===== src/rtl/delta_decode_accum_pkg.sv =====
// Shared types, constants and arithmetic helpers for the delta decode/encode datapaths.
package delta_decode_accum_pkg;

    localparam int unsigned WIDTH  = 16;
    localparam int unsigned DROP_W = 8;

    localparam logic [WIDTH-1:0] SIGNED_MAX = {1'b0, {(WIDTH-1){1'b1}}};
    localparam logic [WIDTH-1:0] SIGNED_MIN = {1'b1, {(WIDTH-1){1'b0}}};

    typedef enum logic {
        IDLE = 1'b0,
        RUN  = 1'b1
    } state_t;

    // Signed overflow: operands share a sign and the result sign differs.
    function automatic logic add_ovf(input logic [WIDTH-1:0] a,
                                     input logic [WIDTH-1:0] b,
                                     input logic [WIDTH-1:0] sum);
        return (a[WIDTH-1] == b[WIDTH-1]) && (sum[WIDTH-1] != a[WIDTH-1]);
    endfunction

    // Two's complement add clamped to the signed range.
    function automatic logic [WIDTH-1:0] sat_add(input logic [WIDTH-1:0] a,
                                                 input logic [WIDTH-1:0] b);
        logic [WIDTH-1:0] sum;
        sum = a + b;
        if (add_ovf(a, b, sum)) begin
            return a[WIDTH-1] ? SIGNED_MIN : SIGNED_MAX;
        end
        return sum;
    endfunction

endpackage


===== src/rtl/delta_out_stage.sv =====
// Output register stage: holds sample/first under backpressure, generates upstream ready.
module delta_out_stage
    import delta_decode_accum_pkg::*;
(
    input  logic             clock,
    input  logic             reset,
    input  logic             load,
    input  logic [WIDTH-1:0] load_sample,
    input  logic             load_first,
    input  logic             out_ready,
    output logic             in_ready_c,
    output logic             out_valid,
    output logic [WIDTH-1:0] out_sample,
    output logic             out_first
);

    // Upstream may push whenever the register is empty or draining this cycle.
    assign in_ready_c = !out_valid || out_ready;

    // Load a new beat, otherwise drop valid once consumed; payload holds until next load.
    always_ff @(posedge clock or posedge reset) begin
        if (reset) begin
            out_valid  <= 1'b0;
            out_sample <= '0;
            out_first  <= 1'b0;
        end else if (load) begin
            out_valid  <= 1'b1;
            out_sample <= load_sample;
            out_first  <= load_first;
        end else if (out_ready) begin
            out_valid  <= 1'b0;
        end
    end

endmodule


===== src/rtl/delta_decode_accum.sv =====
// Rebuilds a sample stream from signed deltas by running accumulation.
// Build option: define DELTA_ACC_SAT_EN for saturating accumulation instead of wrap-around.
module delta_decode_accum
    import delta_decode_accum_pkg::*;
(
    input  logic              clock,
    input  logic              reset,
    input  logic              io_in_valid,
    output logic              io_in_ready,
    input  logic [WIDTH-1:0]  io_in_delta,
    input  logic              io_in_first,
    output logic              io_out_valid,
    input  logic              io_out_ready,
    output logic [WIDTH-1:0]  io_out_sample,
    output logic              io_out_first,
    output logic              io_overflow,
    output logic [DROP_W-1:0] io_drop_count
);

    localparam logic [DROP_W-1:0] DROP_MAX = '1;

    state_t             state_q, state_d;
    logic [WIDTH-1:0]   acc_q, acc_d;
    logic               ovf_q, ovf_d;
    logic [DROP_W-1:0]  drop_q, drop_d;
    logic               load;
    logic [WIDTH-1:0]   load_sample;
    logic               load_first;
    logic               in_ready_c;
    logic               accept;
    logic [WIDTH-1:0]   sum;
    logic               sum_ovf;

    assign accept      = io_in_valid && in_ready_c;
    assign io_in_ready = in_ready_c;
    assign sum         = acc_q + io_in_delta;
    assign sum_ovf     = add_ovf(acc_q, io_in_delta, sum);

    // State, accumulator, sticky overflow and drop counter registers.
    always_ff @(posedge clock or posedge reset) begin
        if (reset) begin
            state_q <= IDLE;
            acc_q   <= '0;
            ovf_q   <= 1'b0;
            drop_q  <= '0;
        end else begin
            state_q <= state_d;
            acc_q   <= acc_d;
            ovf_q   <= ovf_d;
            drop_q  <= drop_d;
        end
    end

    // Next-state and datapath: seed, accumulate or drop the accepted beat.
    always_comb begin
        state_d     = state_q;
        acc_d       = acc_q;
        ovf_d       = ovf_q;
        drop_d      = drop_q;
        load        = 1'b0;
        load_sample = acc_q;
        load_first  = 1'b0;
        if (accept) begin
            if (io_in_first) begin
                // A seed always wins, including over a same-cycle overflow.
                state_d     = RUN;
                acc_d       = io_in_delta;
                ovf_d       = 1'b0;
                load        = 1'b1;
                load_sample = io_in_delta;
                load_first  = 1'b1;
            end else begin
                case (state_q)
                    IDLE: begin
                        if (drop_q != DROP_MAX) begin
                            drop_d = drop_q + DROP_W'(1);
                        end
                    end
                    RUN: begin
`ifdef DELTA_ACC_SAT_EN
                        acc_d = sat_add(acc_q, io_in_delta);
`else
                        acc_d = sum;
`endif
                        ovf_d       = ovf_q || sum_ovf;
                        load        = 1'b1;
                        load_sample = acc_d;
                    end
                    default: begin
                        state_d = IDLE;
                    end
                endcase
            end
        end
    end

    assign io_overflow   = ovf_q;
    assign io_drop_count = drop_q;

    delta_out_stage u_out_stage (
        .clock       (clock),
        .reset       (reset),
        .load        (load),
        .load_sample (load_sample),
        .load_first  (load_first),
        .out_ready   (io_out_ready),
        .in_ready_c  (in_ready_c),
        .out_valid   (io_out_valid),
        .out_sample  (io_out_sample),
        .out_first   (io_out_first)
    );

endmodule


===== config.mk =====
export PLATFORM = sky130hd
export DESIGN_NAME = delta_decode_accum
export DESIGN_NICKNAME = d
export VERILOG_FILES = /design/src/rtl/delta_decode_accum_pkg.sv /design/src/rtl/delta_out_stage.sv /design/src/rtl/delta_decode_accum.sv
export SDC_FILE = /design/constraint.sdc
export NUM_CORES = 1
export LEC_CHECK = 0
export ABC_CLOCK_PERIOD_IN_PS = 2700
export CORE_MARGIN = 5
export CORE_UTILIZATION = 25
export CTS_BUF_LIST = sky130_fd_sc_hd__clkbuf_4
export CTS_CLUSTER_DIAMETER = 200
export DETAILED_ROUTE_END_ITERATION = 12
export DONT_BUFFER_PORTS = 1
export MAX_ROUTING_LAYER = met4
export PLACE_DENSITY = 0.37
export SETUP_SLACK_MARGIN = 0.1
export SYNTH_ARGS = -nofsm -noshare
export SYNTH_HDL_FRONTEND = slang
export SYNTH_SLANG_ARGS = --single-unit

===== constraint.sdc =====
create_clock -name clock -period 2.7 [get_ports clock]
set_clock_uncertainty 0.05 [all_clocks]
set_input_delay 0.27 -clock clock [delete_from_list [all_inputs] [get_ports clock]]
set_output_delay 0.27 -clock clock [all_outputs]
set_load 0.01 [all_outputs]

Word level (Yosys, flattened, before mapping)
Index checks and enable logic that the tools add are counted.

cells by class
  add/sub/neg operators = 2
  eq/ne operators = 3
  mux-type cells = 12
  bitwise gates (word level) = 2
  reductions and logical operators = 10

operators with widths
  operator                                     count
  2-to-1 mux 16 bit                            3
  adder 16 bit                                 1
  2-to-1 mux 1 bit                             9
  adder 8 x 1 -> 8 bit, second input constant  1
  != test 8 bit, second input constant         1
  AND reduction 2 bit                          2
  AND reduction 4 bit                          1
  nonzero test 2 bit                           2
  logical AND 1 bit                            2
  logical OR 1 bit                             2
  NOT 1 bit                                    2
  equality test 1 bit                          1
  logical NOT 1 bit                            1
  != test 1 bit                                1

word-level totals
  bits in registers = 44
  bits of input ports = 21
  output and inout bits = 28
  logic and storage cells = 36

Longest topological paths before layout
  depth after elaboration = 6
  mapped depth = 8

Cells and area by module
Synthesis repeated with hierarchy kept, for this count alone.

unflattened totals
  cell total of the unflattened synthesis = 256
  area, all modules = 2682.6 µm²

by module, submodules not included
  module              times used  cells an instance  area each (µm²)  sequential area each (µm²)
  delta_decode_accum  1           216                1959.4           650.6
  delta_out_stage     1           40                 723.2            450.4

Least setup slack after synthesis
OpenSTA, ideal clock, no wires.

  path type = reg-to-reg
  start = register acc_q[0]
  end = register acc_q[10]
  setup time = 0.126 ns
  arrival time = 2.204 ns
  data required time = 2.524 ns
  setup slack = 0.320 ns
  stages on the path, launching flop included = 9
  period minus slack after synthesis = 2.380 ns
  cells stage by stage = dfrtp_1 -> ha_1 -> fa_1 -> a21o_1 -> a221oi_4 -> a21oi_2 -> a31oi_2 -> xnor2_1 -> a221o_1

on the way
  cells in the longest elaborated chain, start to end = 4

RTL lines
  item                             RTL line                  RTL
  from (decl)                      delta_decode_accum.sv:23  logic [WIDTH-1:0] acc_q, acc_d;
  from (signal assigned)           delta_decode_accum.sv:43  acc_q <= '0;
  from (signal assigned)           delta_decode_accum.sv:48  acc_q <= acc_d;
  adder 16 bit                     delta_decode_accum.sv:36  assign sum = acc_q + io_in_delta;
  2-to-1 mux 16 bit                delta_decode_accum.sv:73  case (state_q)
  2-to-1 mux 16 bit (2 in series)  -

No other way between the ends.
A chain may end at the register's enable or synchronous reset.

Worst setup path after layout
  start = register acc_q[0]
  end = register u_out_stage.out_sample[10]

on the way
  cells in the longest elaborated chain, start to end = 4

RTL lines
  item                  RTL line                  RTL
  adder 16 bit          delta_decode_accum.sv:36
  2-to-1 mux 16 bit     -
  2-to-1 mux 16 bit     delta_decode_accum.sv:64  if (io_in_first) begin
  2-to-1 mux 16 bit     -
  to (signal assigned)  delta_out_stage.sv:28     out_sample <= load_sample;
  to (decl)             delta_out_stage.sv:13     output logic [WIDTH-1:0] out_sample,

No other way between the ends.

==> flow_summary.json <==
{
  "numPortBuffers": 0,
  "setup_viol": 0,
  "hp-class": "in -> reg",
  "ant_nets": 0,
  "routed_wl_microns": 8556,
  "overflow": 0,
  "die_x_microns": 115.7,
  "final_common_cell": "dfrtp_1",
  "grt_antenna_before_repair": 1,
  "clockRootBuffer": "clkbuf_4",
  "viasPerCell": 5.129,
  "cp.required_ps": 2930,
  "vias": 2354,
  "rows": 38,
  "outcome": "finished, final reports clean",
  "post_drt_wl_per_cell_microns": 18.64,
  "cts_buffers": 5,
  "path_cells": "ha_2 > fa_2 > a21o_1 > a221oi_4 > a21oi_4 > a31oi_2 > xnor2_1 > a221o_1",
  "synth_nets": 345,
  "cts.clk_slew.worst_paths_ps": 150,
  "syn_area_per_cell_sq_um": 9.105,
  "worstPathMaxFanout": 6,
  "slowest_delay_ps": 430,
  "gp_congestion": 0.8061,
  "maxCapViolCount": 0,
  "worstMarginPinSlew_ps": 1001,
  "synth_seq_cells": 44,
  "cp_top_family": "compound AO/OA/AOI/OAI gates",
  "htreeDepth": 2,
  "max_slew_margin": 0.3319,
  "cts_buffer_depth": 2,
  "synthFlopType": "dfrtp_1",
  "arrival_ps": 2700,
  "setup.worst_path.end_class": "flip-flop",
  "synthCells": 307,
  "p_leak_nw": 1.319,
  "grt_use_total": 0.1359,
  "synth.area.top_cells": "dfrtp_1, ha_1, o22ai_1",
  "grt_pass1_vias": 2437,
  "rsz0062_at_grt": "no",
  "nNetsFinal": 355,
  "cts_tree": "done",
  "final_max_slew_viol_count": 0,
  "drc": 0,
  "layout_common_cells": "dfrtp_1, o22ai_1, nor2_1, a21oi_1, nand2_1",
  "synth-seq-area-share": 0.3939,
  "grt_pass1_wl_microns": 13600,
  "synth_warnings": 0,
  "finalCritPeriodShare": 0.9151,
  "drive_above_1_share": 0.09119,
  "dr.pass1.iters": 4,
  "critPathSlowestCell": "dfrtp_1",
  "syn2layout_area_growth_pct": 13.47,
  "yosysTopAreaCell": "dfrtp_1",
  "clock_sinks": 44,
  "synth_edf_count": 0,
  "start_util": 0.2567,
  "syn-cell-area_sq_mm": 0.002795,
  "grt_max_degree": 45,
  "powerDensity_mw_per_mm2": 911.5,
  "fmaxAchievable_mhz": 404.7,
  "io_pins": 49,
  "postLayoutCellArea_sq_mm": 0.003172,
  "drt_iter0_drc": 100,
  "die_area_sq_mm": 0.01340,
  "synth_top_area_share": 0.3939,
  "cp_num_buf_inv": 0,
  "critPathKind": "reg -> reg",
  "clock_latency_ps": 380,
  "peakVddDrop_v": 0.0002907,
  "hold_viol": 0,
  "hpwl_microns": 6140,
  "core_area_sq_mm": 0.01089,
  "period_needed_ps": 2471,
  "placed_area_sq_mm": 0.002972,
  "startpoint_type": "flip-flop",
  "synthArstFlopShare": 1.000,
  "die_h_microns": 115.7,
  "ys_types": 50,
  "fin_tns_setup_ps": 0
}
flip-flops by register name, summed over array words and instances, names as in the netlist:
register / count
io_drop_count: 8
state_q: 1
acc_q: 16
u_out_stage.out_first: 1
io_overflow: 1
u_out_stage.out_valid: 1
u_out_stage.out_sample: 16
layer usage:
metal	track usage	share of wire	up-vias
li1	-	-	1165
met1	0.1659	0.45	1146
met2	0.2226	0.48	35
met3	0.03551	0.049	8
met4	0.03867	0.016	0
met5	-	0	-
logic make-up after synthesis:
| group | Yosys count | share of synthesized area |
|---|---|---|
| adders and majority gates | 17 | 0.07878 |
| and+or+nand+nor | 92 | 0.1598 |
| buffers and inverters | 23 | 0.03312 |
| muxes | 4 | 0.01567 |
| AOI/OAI and AO/OA | 110 | 0.2654 |
| DFF | 44 | 0.3939 |
| xor gates and xnor gates | 17 | 0.05327 |
metrics by stage:
| stage | hold WS [ps] | total power, W | util | worst slack, ps | std cells |
|---|---|---|---|---|---|
| 3_5_place_dp | 373.4 | 0.002421 | 0.2729 | 109.8 | 440 |
| 3_3_place_gp | 369.1 | 0.002420 | 0.2729 | 162.6 | 440 |
| 6_report | 19.56 | 0.002891 | 0.2913 | 229.2 | 459 |
| 4_1_cts | 0.1392 | 0.002929 | 0.2903 | 101.7 | 458 |
| 5_1_grt | 4.054 | 0.003141 | 0.2913 | 108.5 | 459 |
| 2_1_floorplan | 363.6 | 0.002102 | - | 319.8 | 307 |
worst reg2reg max path, stage by stage, from the launching register on:
cell and delay, ps:
dfrtp_1 430, ha_2 200, fa_2 350, a21o_1 230
a221oi_4 350, a21oi_4 140, a31oi_2 210, xnor2_1 100
a221o_1 320
where the power goes:
group          switching (W)  internal [W]  leakage (nW)
Combinational       0.000738      0.000585         0.759
Clock               0.000260      0.000198        0.0418
Sequential          0.000243      0.000867         0.518
Total                0.00124       0.00165          1.32
synthesized netlist by cell type (all sizes together) (2+ instances only):
cell,count
dfrtp,44
o211ai,6
ha,16
nor4b,2
a221o,5
o21ai,13
or2,2
a22oi,2
clkbuf,9
a21o,10
o22ai,27
or3,4
xor2,6
nor3,7
and2,2
a211oi,4
mux2,3
nor3b,2
nand3,8
nand2b,2
nand4,4
nand2,23
xnor2,11
a31oi,4
buf,7
and3,7
a21oi,27
o21a,4
nor2,26
inv,7
timing repair:
item,CTS,global route
hold buffers,9,0
pin swaps,1,2
hold endpoints to repair,53,0
buffers inserted,1,0
setup endpoints to repair,2,8
resized for setup,1,3
path summary, 6_finish.rpt:
check                                   start                                      to  slack, ps  cells after the start
max in group asynchronous               reset   u_out_stage.out_sample[9]$_DFFE_PP0P_       1470                      2
setup reg to reg           acc_q[0]$_DFF_PP0_  u_out_stage.out_sample[10]$_DFFE_PP0P_        230                      8
min in group asynchronous               reset  u_out_stage.out_sample[15]$_DFFE_PP0P_        510                      2
setup / recovery           acc_q[0]$_DFF_PP0_  u_out_stage.out_sample[10]$_DFFE_PP0P_        230                      8
hold reg to reg            acc_q[2]$_DFF_PP0_                      acc_q[2]$_DFF_PP0_        470                      1
hold / removal                 io_in_delta[4]   u_out_stage.out_sample[4]$_DFFE_PP0P_         20                      2
final cells by class:
| type | instances | area [sq um] |
|---|---|---|
| Clock inverter | 3 | 46.29 |
| Timing Repair Buffer | 19 | 165.2 |
| Clock buffer | 5 | 37.54 |
| Multi-Input combinational cell | 240 | 1618 |
| Inverter | 7 | 26.28 |
| Fill cell | 1170 | 7716 |
| Tap cell | 140 | 175.2 |
| Sequential cell | 44 | 1101 |
| Antenna cell | 1 | 2.502 |
(Power assumes the default switching activity.)
